[src/rtl/adc_uart_framer.sv]
//------------------------------------------------------------------------------
// adc_uart_framer
//
// Takes a snapshot of the four ADC channel holding registers when a send
// request arrives. Sends them to the host as one fixed frame over a UART 8N1
// transmitter:
//   HEADER, ch1, ch2, ch3, ch4 [, checksum]
// Each byte has one start bit (0), eight data bits sent LSB first, and one
// stop bit (1). Every bit lasts CLK_DIV clock cycles. There is no gap between
// bytes.
//
// Optional feature (compile-time macro ADC_UART_CHECKSUM_EN):
//   When defined, a sixth byte is added to the frame. It is
//   HEADER ^ ch1 ^ ch2 ^ ch3 ^ ch4, computed over the snapshot values.
//   When not defined, the frame is 5 bytes and no checksum logic exists.
//
// Parameters:
//   CLK_DIV    clock cycles per UART bit (>= 2); 434 = 50 MHz / 115200
//   HEADER     first byte of every frame
//
// Ports:
//   clock      system clock, all logic on posedge
//   reset      asynchronous, active-low reset
//   ch1..ch4   channel bytes from out_reg_1..out_reg_4
//   send       frame request, only looked at while idle
//   tx         UART serial output, idles high
//   busy       high while a frame is being sent
//   frame_done one-cycle pulse on the cycle after the last stop bit ends
//------------------------------------------------------------------------------
`timescale 1ns/1ps

module adc_uart_framer #(
    parameter int          CLK_DIV = 434,
    parameter logic [7:0]  HEADER  = 8'hA5
) (
    input  logic       clock,
    input  logic       reset,
    input  logic [7:0] ch1,
    input  logic [7:0] ch2,
    input  logic [7:0] ch3,
    input  logic [7:0] ch4,
    input  logic       send,
    output logic       tx,
    output logic       busy,
    output logic       frame_done
);

`ifdef ADC_UART_CHECKSUM_EN
    localparam int NBYTES = 6;
`else
    localparam int NBYTES = 5;
`endif

    localparam int                BAUD_W    = (CLK_DIV > 2) ? $clog2(CLK_DIV) : 1;
    localparam logic [BAUD_W-1:0] BAUD_LAST = BAUD_W'(CLK_DIV - 1);
    localparam logic [2:0]        LAST_BYTE = 3'(NBYTES - 1);

    typedef enum logic [1:0] {
        IDLE,
        START,
        DATA,
        STOP
    } state_t;

    state_t            state;
    logic [BAUD_W-1:0] baud_cnt;
    logic [2:0]        bit_cnt;
    logic [2:0]        byte_idx;
    logic [7:0]        shadow_1;
    logic [7:0]        shadow_2;
    logic [7:0]        shadow_3;
    logic [7:0]        shadow_4;
    logic [7:0]        shift_reg;
    logic [7:0]        cur_byte;
    logic              bit_end;

    assign bit_end = (baud_cnt == BAUD_LAST);

`ifdef ADC_UART_CHECKSUM_EN
    logic [7:0] checksum;
    assign checksum = HEADER ^ shadow_1 ^ shadow_2 ^ shadow_3 ^ shadow_4;
`endif

    // Selects the byte that the next START -> DATA transition will load.
    always_comb begin
        // NOTE: default assignment first so every path drives cur_byte and no latch is inferred.
        cur_byte = HEADER;
        case (byte_idx)
            3'd1:    cur_byte = shadow_1;
            3'd2:    cur_byte = shadow_2;
            3'd3:    cur_byte = shadow_3;
            3'd4:    cur_byte = shadow_4;
`ifdef ADC_UART_CHECKSUM_EN
            3'd5:    cur_byte = checksum;
`endif
            default: cur_byte = HEADER;
        endcase
    end

    // Single FSM. tx, busy and frame_done are registered here, so the start
    // bit of the header appears on the same edge that accepts the request.
    // NOTE: non-blocking assignments throughout, because every register here is updated together on the clock edge.
    always_ff @(posedge clock or negedge reset) begin
        if (!reset) begin
            state      <= IDLE;
            baud_cnt   <= '0;
            bit_cnt    <= '0;
            byte_idx   <= '0;
            shadow_1   <= '0;
            shadow_2   <= '0;
            shadow_3   <= '0;
            shadow_4   <= '0;
            shift_reg  <= '0;
            tx         <= 1'b1;
            busy       <= 1'b0;
            frame_done <= 1'b0;
        end else begin
            frame_done <= 1'b0;
            case (state)
                IDLE: begin
                    tx       <= 1'b1;
                    busy     <= 1'b0;
                    baud_cnt <= '0;
                    if (send) begin
                        shadow_1 <= ch1;
                        shadow_2 <= ch2;
                        shadow_3 <= ch3;
                        shadow_4 <= ch4;
                        byte_idx <= '0;
                        busy     <= 1'b1;
                        tx       <= 1'b0;
                        state    <= START;
                    end
                end

                START: begin
                    if (bit_end) begin
                        baud_cnt  <= '0;
                        bit_cnt   <= '0;
                        tx        <= cur_byte[0];
                        shift_reg <= {1'b0, cur_byte[7:1]};
                        state     <= DATA;
                    end else begin
                        baud_cnt <= baud_cnt + 1'b1;
                    end
                end

                DATA: begin
                    if (bit_end) begin
                        baud_cnt <= '0;
                        if (bit_cnt == 3'd7) begin
                            tx    <= 1'b1;
                            state <= STOP;
                        end else begin
                            bit_cnt   <= bit_cnt + 1'b1;
                            tx        <= shift_reg[0];
                            shift_reg <= {1'b0, shift_reg[7:1]};
                        end
                    end else begin
                        baud_cnt <= baud_cnt + 1'b1;
                    end
                end

                STOP: begin
                    if (bit_end) begin
                        baud_cnt <= '0;
                        if (byte_idx < LAST_BYTE) begin
                            // The next start bit begins right away, so there is no inter-byte gap.
                            byte_idx <= byte_idx + 1'b1;
                            tx       <= 1'b0;
                            state    <= START;
                        end else begin
                            busy       <= 1'b0;
                            frame_done <= 1'b1;
                            state      <= IDLE;
                        end
                    end else begin
                        baud_cnt <= baud_cnt + 1'b1;
                    end
                end

                default: begin
                    tx    <= 1'b1;
                    busy  <= 1'b0;
                    state <= IDLE;
                end
            endcase
        end
    end

endmodule

[config.mk]
export PLATFORM = sky130hd
export DESIGN_NAME = adc_uart_framer
export DESIGN_NICKNAME = d
export VERILOG_FILES = /design/src/rtl/adc_uart_framer.sv
export SDC_FILE = /design/constraint.sdc
export NUM_CORES = 1
export LEC_CHECK = 0
export CORE_MARGIN = 2
export CORE_UTILIZATION = 55
export CTS_CLUSTER_SIZE = 10
export DETAILED_ROUTE_END_ITERATION = 6
export HOLD_SLACK_MARGIN = 0.06
export PLACE_DENSITY = 0.82
export SLEW_MARGIN = 20
export SYNTH_ARGS = -nofsm -noshare
export SYNTH_HDL_FRONTEND = slang
export SYNTH_SLANG_ARGS = --single-unit
[constraint.sdc]
create_clock -name clock -period 4.5 [get_ports clock]
set_clock_uncertainty 0.1 [all_clocks]
set_input_delay 0.9 -clock clock [delete_from_list [all_inputs] [get_ports clock]]
set_output_delay 0.9 -clock clock [all_outputs]
set_load 0.03 [all_outputs]
==> results of run 1 <==
==> cell usage after synthesis, types with 3 or more instances <==
cell	number	area [sq um]
nand3_1	3	15.01
nand2_1	10	37.54
a221oi_1	4	35.03
dfrtp_1	58	1451
ha_1	14	175.2
a32oi_1	6	52.55
nor2b_1	3	18.77
xnor2_1	5	43.79
a22oi_1	8	60.06
a21oi_1	8	40.04
nor2_1	14	52.55
buf_2	9	45.04
nor3_1	3	15.01
o21ai_0	11	55.05
inv_1	10	37.54
clkbuf_1	3	11.26
a32o_1	4	40.04
mux2_2	33	371.6
==> through the flow <==
| stage | utilization | total power (uW) | cells | worst slack [ns] |
|---|---|---|---|---|
| 2_1_floorplan | - | 540.7 | 246 | 2.504 |
| 3_3_place_gp | 0.6475 | 581.0 | 342 | 2.041 |
| 3_5_place_dp | 0.6475 | 581.6 | 342 | 2.001 |
| 4_1_cts | 0.6808 | 1002 | 358 | 1.935 |
| 5_1_grt | 0.6808 | 1026 | 358 | 1.690 |
| 6_report | 0.6808 | 989.3 | 358 | 1.913 |
==> cells by family (layout without fill, tap and decap cells) <==
group                      count (synthesis)  after routing  synth area share
AOI/OAI and AO/OA                         63             63            0.1584
xor gates and xnor gates                   7              7           0.02109
adders and majority gates                 14             14           0.06027
buffers and inverters                     23             65           0.03616
DFF                                       59             59            0.5084
muxes                                     34             34            0.1313
and+or+nand+nor                           46             46           0.08438
==> layout by cell type, fill, tap and decap left out, drive strengths merged, types with 8 or more instances in the layout <==
cell type	count
clkdlybuf4s50	36
a21oi	8
nor2	15
nand2	10
clkbuf	16
ha	14
mux2	33
a22oi	8
o21ai	13
dfrtp	58
inv	10
==> worst max-delay path: cells and delay by family (launching register included) <==
family | cells | cell delay [ns]
AO/OA/AOI/OAI | 2 | 0.40
adder cells (fa/ha/maj) | 1 | 0.40
buffers and inverters | 1 | 0.27
flip-flops | 1 | 0.72
AND/OR/NAND/NOR | 2 | 0.56
==> worst max-delay path by stage <==
stage | slack (ns) | endpoint
CTS | 1.93 | tx
detailed placement | 2.00 | shift_reg[2]
finish | 1.91 | shift_reg[2]
global placement | 2.04 | shadow_1[6]
global route | 1.69 | shift_reg[5]
floorplan | 2.50 | tx
==> area by class of cell <==
class                   count  area [sq um]  share of cell area
flip-flops and latches     59          1478              0.4250
multi-input cells         164          1324              0.3807
repair buffers             39         380.4              0.1094
clock buffers              16         170.2             0.04894
well taps                  70         87.58             0.02519
inverters                  10         37.54             0.01080
==> report_power, final <==
part / switching (uW) / internal (uW)
Clock: 187 / 231
Sequential: 0 / 531
Combinational: 14.4 / 25.9
==> metal layers <==
metal	vias up	global-route usage	routed length (um)
met5	-	0	0
met4	0	0.08909	109
met3	8	0.07529	289
met2	50	0.3561	3175
met1	1023	0.2969	2594
li1	985	-	-
==> out/metrics.cfg, run 1 <==
[status]
status=complete, no violations

[grt]
antenna_found_initial=0
grt_max_degree=60
grt_pass1_vias=2042
gr-total-overflow=0
grt.total_usage=0.2285
grt_pass1_wl_um=10200

[min_path]
holdPathStages=1
hp-start=shift_reg[1]
hp-class=flop to flop
min_to=shift_reg[1]

[synth]
ys_seq_area_frac=0.5084
yosys_warnings=0
synth_top_flop_cell=dfrtp_1
synth_edf_count=0
async_flop_share=1.000
synthesis.instances=246
synth_cell_types=51
ys_ff_latch=59
post_synth.cell_area_avg_sq_um=11.82
synth_fp_nets=295
syn_area_sq_um=2907

[setup_path]
critPathMaxFanout=21
cp-startpoint=byte_idx[2]
critPathLaunchType=flop
r2r.worst_path.cells=6
crit_type=flop to flop
slowest_stage=dfrtp_1
path_cells=inv_1, ha_1, nor3b_1, nor3_1, a221oi_1, a21oi_1
cp-end-kind=flop
cp.required_ns=4.59
rrSetupSlack_ns=1.91
rr_endpoint=shift_reg[2]
cp.arrival_ns=2.68
critPathMaxStageDelay_ns=0.72
r2r_start=byte_idx[2]

[final_layout]
largest_reg_flops=9
fin_area_sq_um=3477
antenna_cells=0
syn2layout_area_growth_pct=19.63
regMostFlops=baud_cnt
nFillCells=412
fin_nets=332
drive_gt1_frac=0.1840

[power]
power_density_nw_per_um2=284.5
irDropWorstVdd_mv=0.1970
leakagePower_uw=0.001598

[sta]
finalHoldViolCount=0
slew_viol_final=0
slew_headroom=0.5029
finalSetupViolCount=0
holdWs_ns=0.3851
rsz0062_at_grt=no
tightest_slew_ns=0.7457
finalCritPeriodShare=0.5749
min_period_ns=2.587
tns_ns=0
max_freq_mhz=386.5

[clocking]
root_buffer=clkbuf_8
clkTransAtPathRegs_ns=0.06
clockBufferDepth=2
cts_sinks=59
htreeDepth=3
clock_latency_ns=0.33
numCtsBuffers=9
cts_resized=0
cts_tree=done
cts_hold_buf=0
postCtsSetupRepairBufs=0

[drt]
drt_wl_total_um=6168
drtPass1Iterations=4
viasPerCell=5.771
vias=2066
ant_nets=0
wire_per_inst_um=17.23
drc_errors=0
dr.first_iter.drc_count=101

[die]
num_rows=26
ioPinCount=38
initial_core_util=0.5691
die_w_um=76.70
die_y_um=76.70
die_area_sq_um=5882
core_area_sq_um=5107

[place]
portBuffers=37
gp_congestion=0.8179
hpwl_um=4327
placed_area_sq_um=3307

[run]
drv_cap=0

Power figures use the tool's default switching activity.
==> run 2, diff against run 1 <==
--- a/config.mk
+++ b/config.mk
@@ -6,11 +6,11 @@
 export NUM_CORES = 1
 export LEC_CHECK = 0
 export CORE_MARGIN = 2
-export CORE_UTILIZATION = 55
+export CORE_UTILIZATION = 49
 export CTS_CLUSTER_SIZE = 10
 export DETAILED_ROUTE_END_ITERATION = 6
 export HOLD_SLACK_MARGIN = 0.06
-export PLACE_DENSITY = 0.82
+export PLACE_DENSITY = 0.77
 export SLEW_MARGIN = 20
 export SYNTH_ARGS = -nofsm -noshare
 export SYNTH_HDL_FRONTEND = slang
==> constraint.sdc (replaced) <==
create_clock -name clock -period 2.2 [get_ports clock]
set_clock_uncertainty 0.1 [all_clocks]
set_input_delay 0.44 -clock clock [delete_from_list [all_inputs] [get_ports clock]]
set_output_delay 0.44 -clock clock [all_outputs]
set_load 0.03 [all_outputs]
==> out/metrics.cfg, run 2 (synthesized netlist as in run 1, its figures left out) <==
[status]
status=complete, no violations

[grt]
grt_pass1_wl_um=9197
gr-total-overflow=0
antenna_found_initial=0
grt_pass1_vias=1988
grt_max_degree=40
grt.total_usage=0.1869

[sta]
tns_ns=0
finalCritPeriodShare=0.9372
max_freq_mhz=485.0
tightest_slew_ns=0.4698
finalSetupViolCount=0
rsz0062_at_grt=no
slew_headroom=0.6868
min_period_ns=2.062
slew_viol_final=0
finalHoldViolCount=0
setup_ws_ns=0.1382

[die]
die_w_um=81.02
num_rows=28
initial_core_util=0.4998
ioPinCount=38
die_y_um=81.02
core_area_sq_um=5816
die_area_sq_um=6563

[clocking]
clockBufferDepth=2
clkTransAtPathRegs_ns=0.06
cts_sinks=59
numCtsBuffers=9
clock_latency_ns=0.33
root_buffer=clkbuf_8
htreeDepth=3
postCtsSetupRepairBufs=0
cts_tree=done

[setup_path]
rr_endpoint=tx
critPathLaunchType=flop
rrSetupSlack_ns=0.19
r2r_start=byte_idx[0]
r2r.worst_path.cells=6
cp.arrival_ns=1.52
critPathMaxStageDelay_ns=0.66
slowest_stage=clkdlybuf4s50_1
crit_type=flop to output port
cp.required_ns=1.66
crit_buf_inv=1
cp-end-kind=output port
crit_family=buffers and inverters
critPathMaxFanout=2
path_cells=clkdlybuf4s50_1

[place]
gp_congestion=0.8406
portBuffers=37
dp.cells=354
hpwl_um=4042
pre_cts_slack_ns=0.1593
placed_area_sq_um=3391

[final_layout]
postLayoutCoreUtil=0.6168
final_cell_mix=dfrtp_1, clkdlybuf4s50_1, mux2_2, nor2_1, ha_1
antenna_cells=0
nFillCells=468
regArea_sq_um=1478
fin_cells=370
fin_area_sq_um=3587
fin_nets=340
regMostFlops=baud_cnt
largest_reg_flops=9
final_common_cell=dfrtp_1
multi_input_area_sq_um=1333
syn2layout_area_growth_pct=23.42
drive_gt1_frac=0.2169

[drt]
drt_wl_total_um=5693
drtPass1Iterations=4
ant_nets=0
wire_per_inst_um=15.39
drc_errors=0
dr.first_iter.drc_count=113
viasPerCell=5.638
vias=2086

[power]
irDropWorstVdd_mv=0.3813
leakagePower_uw=0.001656
power_density_nw_per_um2=569.0

[min_path]
hp-start=shift_reg[6]
holdPathStages=2
hp-class=flop to flop
min_to=shift_reg[6]

[run]
drv_cap=0

-- run 2: cell type report --
class,count,area share
Clock buffer,11,0.04220
Clock inverter,4,0.007325
Inverter,10,0.01046
Multi-Input combinational cell,164,0.3715
Sequential cell,59,0.4119
Tap cell,75,0.02616
Timing Repair Buffer,47,0.1305
-- run 2: per-layer routing --
layer | track usage | vias to the layer above | wire length [um]
met5 | 0 | - | 0
met3 | 0.03556 | 7 | 234
met4 | 0.08814 | 0 | 84
met1 | 0.2603 | 1036 | 2580
li1 | - | 999 | -
met2 | 0.2826 | 44 | 2794
-- run 2: stage by stage --
step | power (uW) | hold WS, ns
floorplan | 1106 | 0.04441
global placement | 1193 | 0.3187
detailed placement | 1192 | 0.3157
CTS | 2067 | 0.3781
global route | 2129 | 0.4108
finish | 2041 | 0.3740
-- run 2: timing repair --
action                                  CTS  global route
hold buffers                              1             0
hold endpoints to repair                 20             0
resized for setup                         0             1
endpoints found under the setup margin    0             3
-- run 2: worst max-delay path by stage --
stage                      startpoint      endpoint  slack [ns]  cells past startpoint
after global placement       state[0]  shift_reg[2]        0.21                      6
after CTS                          tx            tx        0.12                      1
final                              tx            tx        0.14                      1
after floorplan           byte_idx[2]            tx        0.20                      8
after detailed placement     state[0]  shift_reg[5]        0.16                      6
after global routing         state[0]  shift_reg[5]        0.02                      6
-- run 2: where the power goes --
group,switching (uW),internal [uW]
Clock,409,461
Sequential,0,1080
Combinational,29.4,56.5
Total,438,1600
==> run 3, diff against run 2 <==
--- a/config.mk
+++ b/config.mk
@@ -5,12 +5,15 @@
 export SDC_FILE = /design/constraint.sdc
 export NUM_CORES = 1
 export LEC_CHECK = 0
+export ABC_AREA = 1
 export CORE_MARGIN = 2
-export CORE_UTILIZATION = 49
+export CORE_UTILIZATION = 50
 export CTS_CLUSTER_SIZE = 10
 export DETAILED_ROUTE_END_ITERATION = 6
 export HOLD_SLACK_MARGIN = 0.06
-export PLACE_DENSITY = 0.77
+export MAX_ROUTING_LAYER = met4
+export PLACE_DENSITY = 0.78
+export RECOVER_POWER = 25
 export SLEW_MARGIN = 20
 export SYNTH_ARGS = -nofsm -noshare
 export SYNTH_HDL_FRONTEND = slang
==> out/metrics.cfg, run 3 <==
[drt]
wire_per_inst_um=12.62
drtPass1Iterations=5
ant_nets=0
drc_errors=0
vias=2453
dr.first_iter.drc_count=105
viasPerCell=5.006
drt_wl_total_um=6185

[sta]
slew_viol_final=0
slew_headroom=0.2523
max_freq_mhz=482.5
setup_ws_ns=0.1275
finalHoldViolCount=0
tns_ns=0
min_period_ns=2.073
tightest_slew_ns=1.122
finalCritPeriodShare=0.9421
finalSetupViolCount=0
rsz0062_at_grt=no

[power]
swShare=0.3685
switchingPower_uw=1502
p_seq_frac=0.410
p_int_uw=2575
clkPwrFrac=0.257
pwr-share-comb=0.333
leakagePower_uw=0.001826
finalPower_uw=4077
power_density_nw_per_um2=1116
irDropWorstVdd_mv=0.6491

[status]
status=complete, no violations

[die]
core_area_sq_um=5851
die_area_sq_um=6602
die_w_um=81.26
initial_core_util=0.5101
ioPinCount=38
num_rows=28
die_y_um=81.26

[synth]
post_synth.cell_area_avg_sq_um=8.131
synth.area.top_cells=dfrtp_1, nand2_1, ha_1
ys_top_cells_by_count=nand2_1, dfrtp_1, inv_1
synth_cell_types=35
synth_top_area_cell=dfrtp_1
ys_seq_area_frac=0.4952
async_flop_share=1.000
synth_edf_count=0
syn_area_sq_um=2984
synth_top_flop_cell=dfrtp_1
synthesis.instances=367
post-synth-top-count-cell=nand2_1
synth_fp_nets=416
ys_ff_latch=59
yosys_warnings=0
yosysTopAreaCellShare=0.4864

[setup_path]
cp.required_ns=1.66
cp.arrival_ns=1.53
critPathMaxStageDelay_ns=0.66
slowest_stage=clkdlybuf4s50_1
cp-startpoint=tx
r2r_start=state[0]
crit_family=buffers and inverters
path_cells=clkdlybuf4s50_1
cp-end-kind=output port
rrSetupSlack_ns=0.16
critPathMaxFanout=2
rr_endpoint=shift_reg[0]
crit_buf_inv=1
r2r.worst_path.cells=7
critPathLaunchType=flop
crit_type=flop to output port

[final_layout]
final_common_cell=nand2_1
fin_cells=490
final_cell_mix=nand2_1, dfrtp_1, clkdlybuf4s50_1, inv_1, o21ai_0
nFillCells=484
antenna_cells=0
largest_reg_flops=9
regMostFlops=baud_cnt
drive_gt1_frac=0.09880
syn2layout_area_growth_pct=22.43
fin_nets=459

[clocking]
root_buffer=clkbuf_8
cts_resized=0
cts_tree=done
clockBufferDepth=2
numCtsBuffers=9
htreeDepth=3
cts_sinks=59
clkTransAtPathRegs_ns=0.07
clock_latency_ns=0.34

[min_path]
holdPathStages=2
min_to=tx
hp-start=tx
hp-class=flop to flop

[grt]
antenna_found_initial=0
grt_pass1_vias=2380
grt.total_usage=0.2208
grt_max_degree=29
grt_pass1_wl_um=10590
gr-total-overflow=0

[place]
gp_congestion=0.8353
dp.cells=473
pre_cts_slack_ns=0.2115
portBuffers=37
hpwl_um=4449

[run]
drv_cap=0

-- run 3: changes by cell type after synthesis, sizes merged, moves of 6 or more --
cell / previous run / this run
a22oi: 8 / 0
nor2: 15 / 22
nand3: 3 / 13
a32oi: 6 / 0
mux2: 33 / 0
o21ai: 13 / 31
inv: 10 / 35
nand2: 10 / 156
-- run 3: cells by family after synthesis --
kind of cell,after synthesis,share of synthesized area
and+or+nand+nor,201,0.2876
DFF,59,0.4952
AOI/OAI and AO/OA,46,0.08638
buffers and inverters,45,0.06625
adders and majority gates,14,0.05870
xor gates and xnor gates,2,0.005871
-- run 3: how the worst max path moves through the flow --
stage | cells past startpoint | end
after floorplan | 8 | shift_reg[3]
after global placement | 7 | shift_reg[0]
after detailed placement | 7 | shift_reg[0]
after CTS | 1 | tx
after global routing | 7 | shift_reg[0]
final | 1 | tx
-- run 3: layout make-up --
class / instances / area (sq um) / area share
Clock buffer: 12 / 165.2 / 0.04521
Clock inverter: 4 / 47.55 / 0.01301
Inverter: 35 / 131.4 / 0.03596
Multi-Input combinational cell: 263 / 1309 / 0.3582
Sequential cell: 59 / 1478 / 0.4045
Tap cell: 75 / 93.84 / 0.02568
Timing Repair Buffer: 42 / 429.2 / 0.1175
-- run 3: per-stage QoR --
stage | instance area, sq um | hold WS [ns] | utilization
CTS | 3655 | 0.3712 | 0.6247
global route | 3654 | 0.3948 | 0.6245
finish | 3654 | 0.3686 | 0.6245
floorplan | 2984 | 0.04441 | -
global placement | 3432 | 0.3177 | 0.5866
detailed placement | 3432 | 0.3254 | 0.5866
-- run 3: per-layer routing --
metal | wire length [um] | global-route usage | part of all wire
met2 | 3007 | 0.3504 | 0.49
met4 | 68 | 0.08305 | 0.011
met3 | 274 | 0.06889 | 0.044
met1 | 2835 | 0.2647 | 0.46
met5 | 0 | - | 0
-- run 3: power groups by stage --
| stage | Clock [uW] | Sequential [uW] | Combinational (uW) |
|---|---|---|---|
| after detailed placement | 0 | 1680 | 1360 |
| after floorplan | 0 | 1660 | 973 |
| after CTS | 1050 | 1670 | 1380 |
| after global routing | 1110 | 1710 | 1560 |
| final | 1050 | 1670 | 1360 |
| after global placement | 0 | 1660 | 1320 |
-- run 3: repair_timing --
item / in CTS / in global routing
endpoints found under the setup margin: 0 / 0
setup buffers: 0 / 0
hold buffers: 1 / 0
endpoints found under the hold margin: 17 / 0
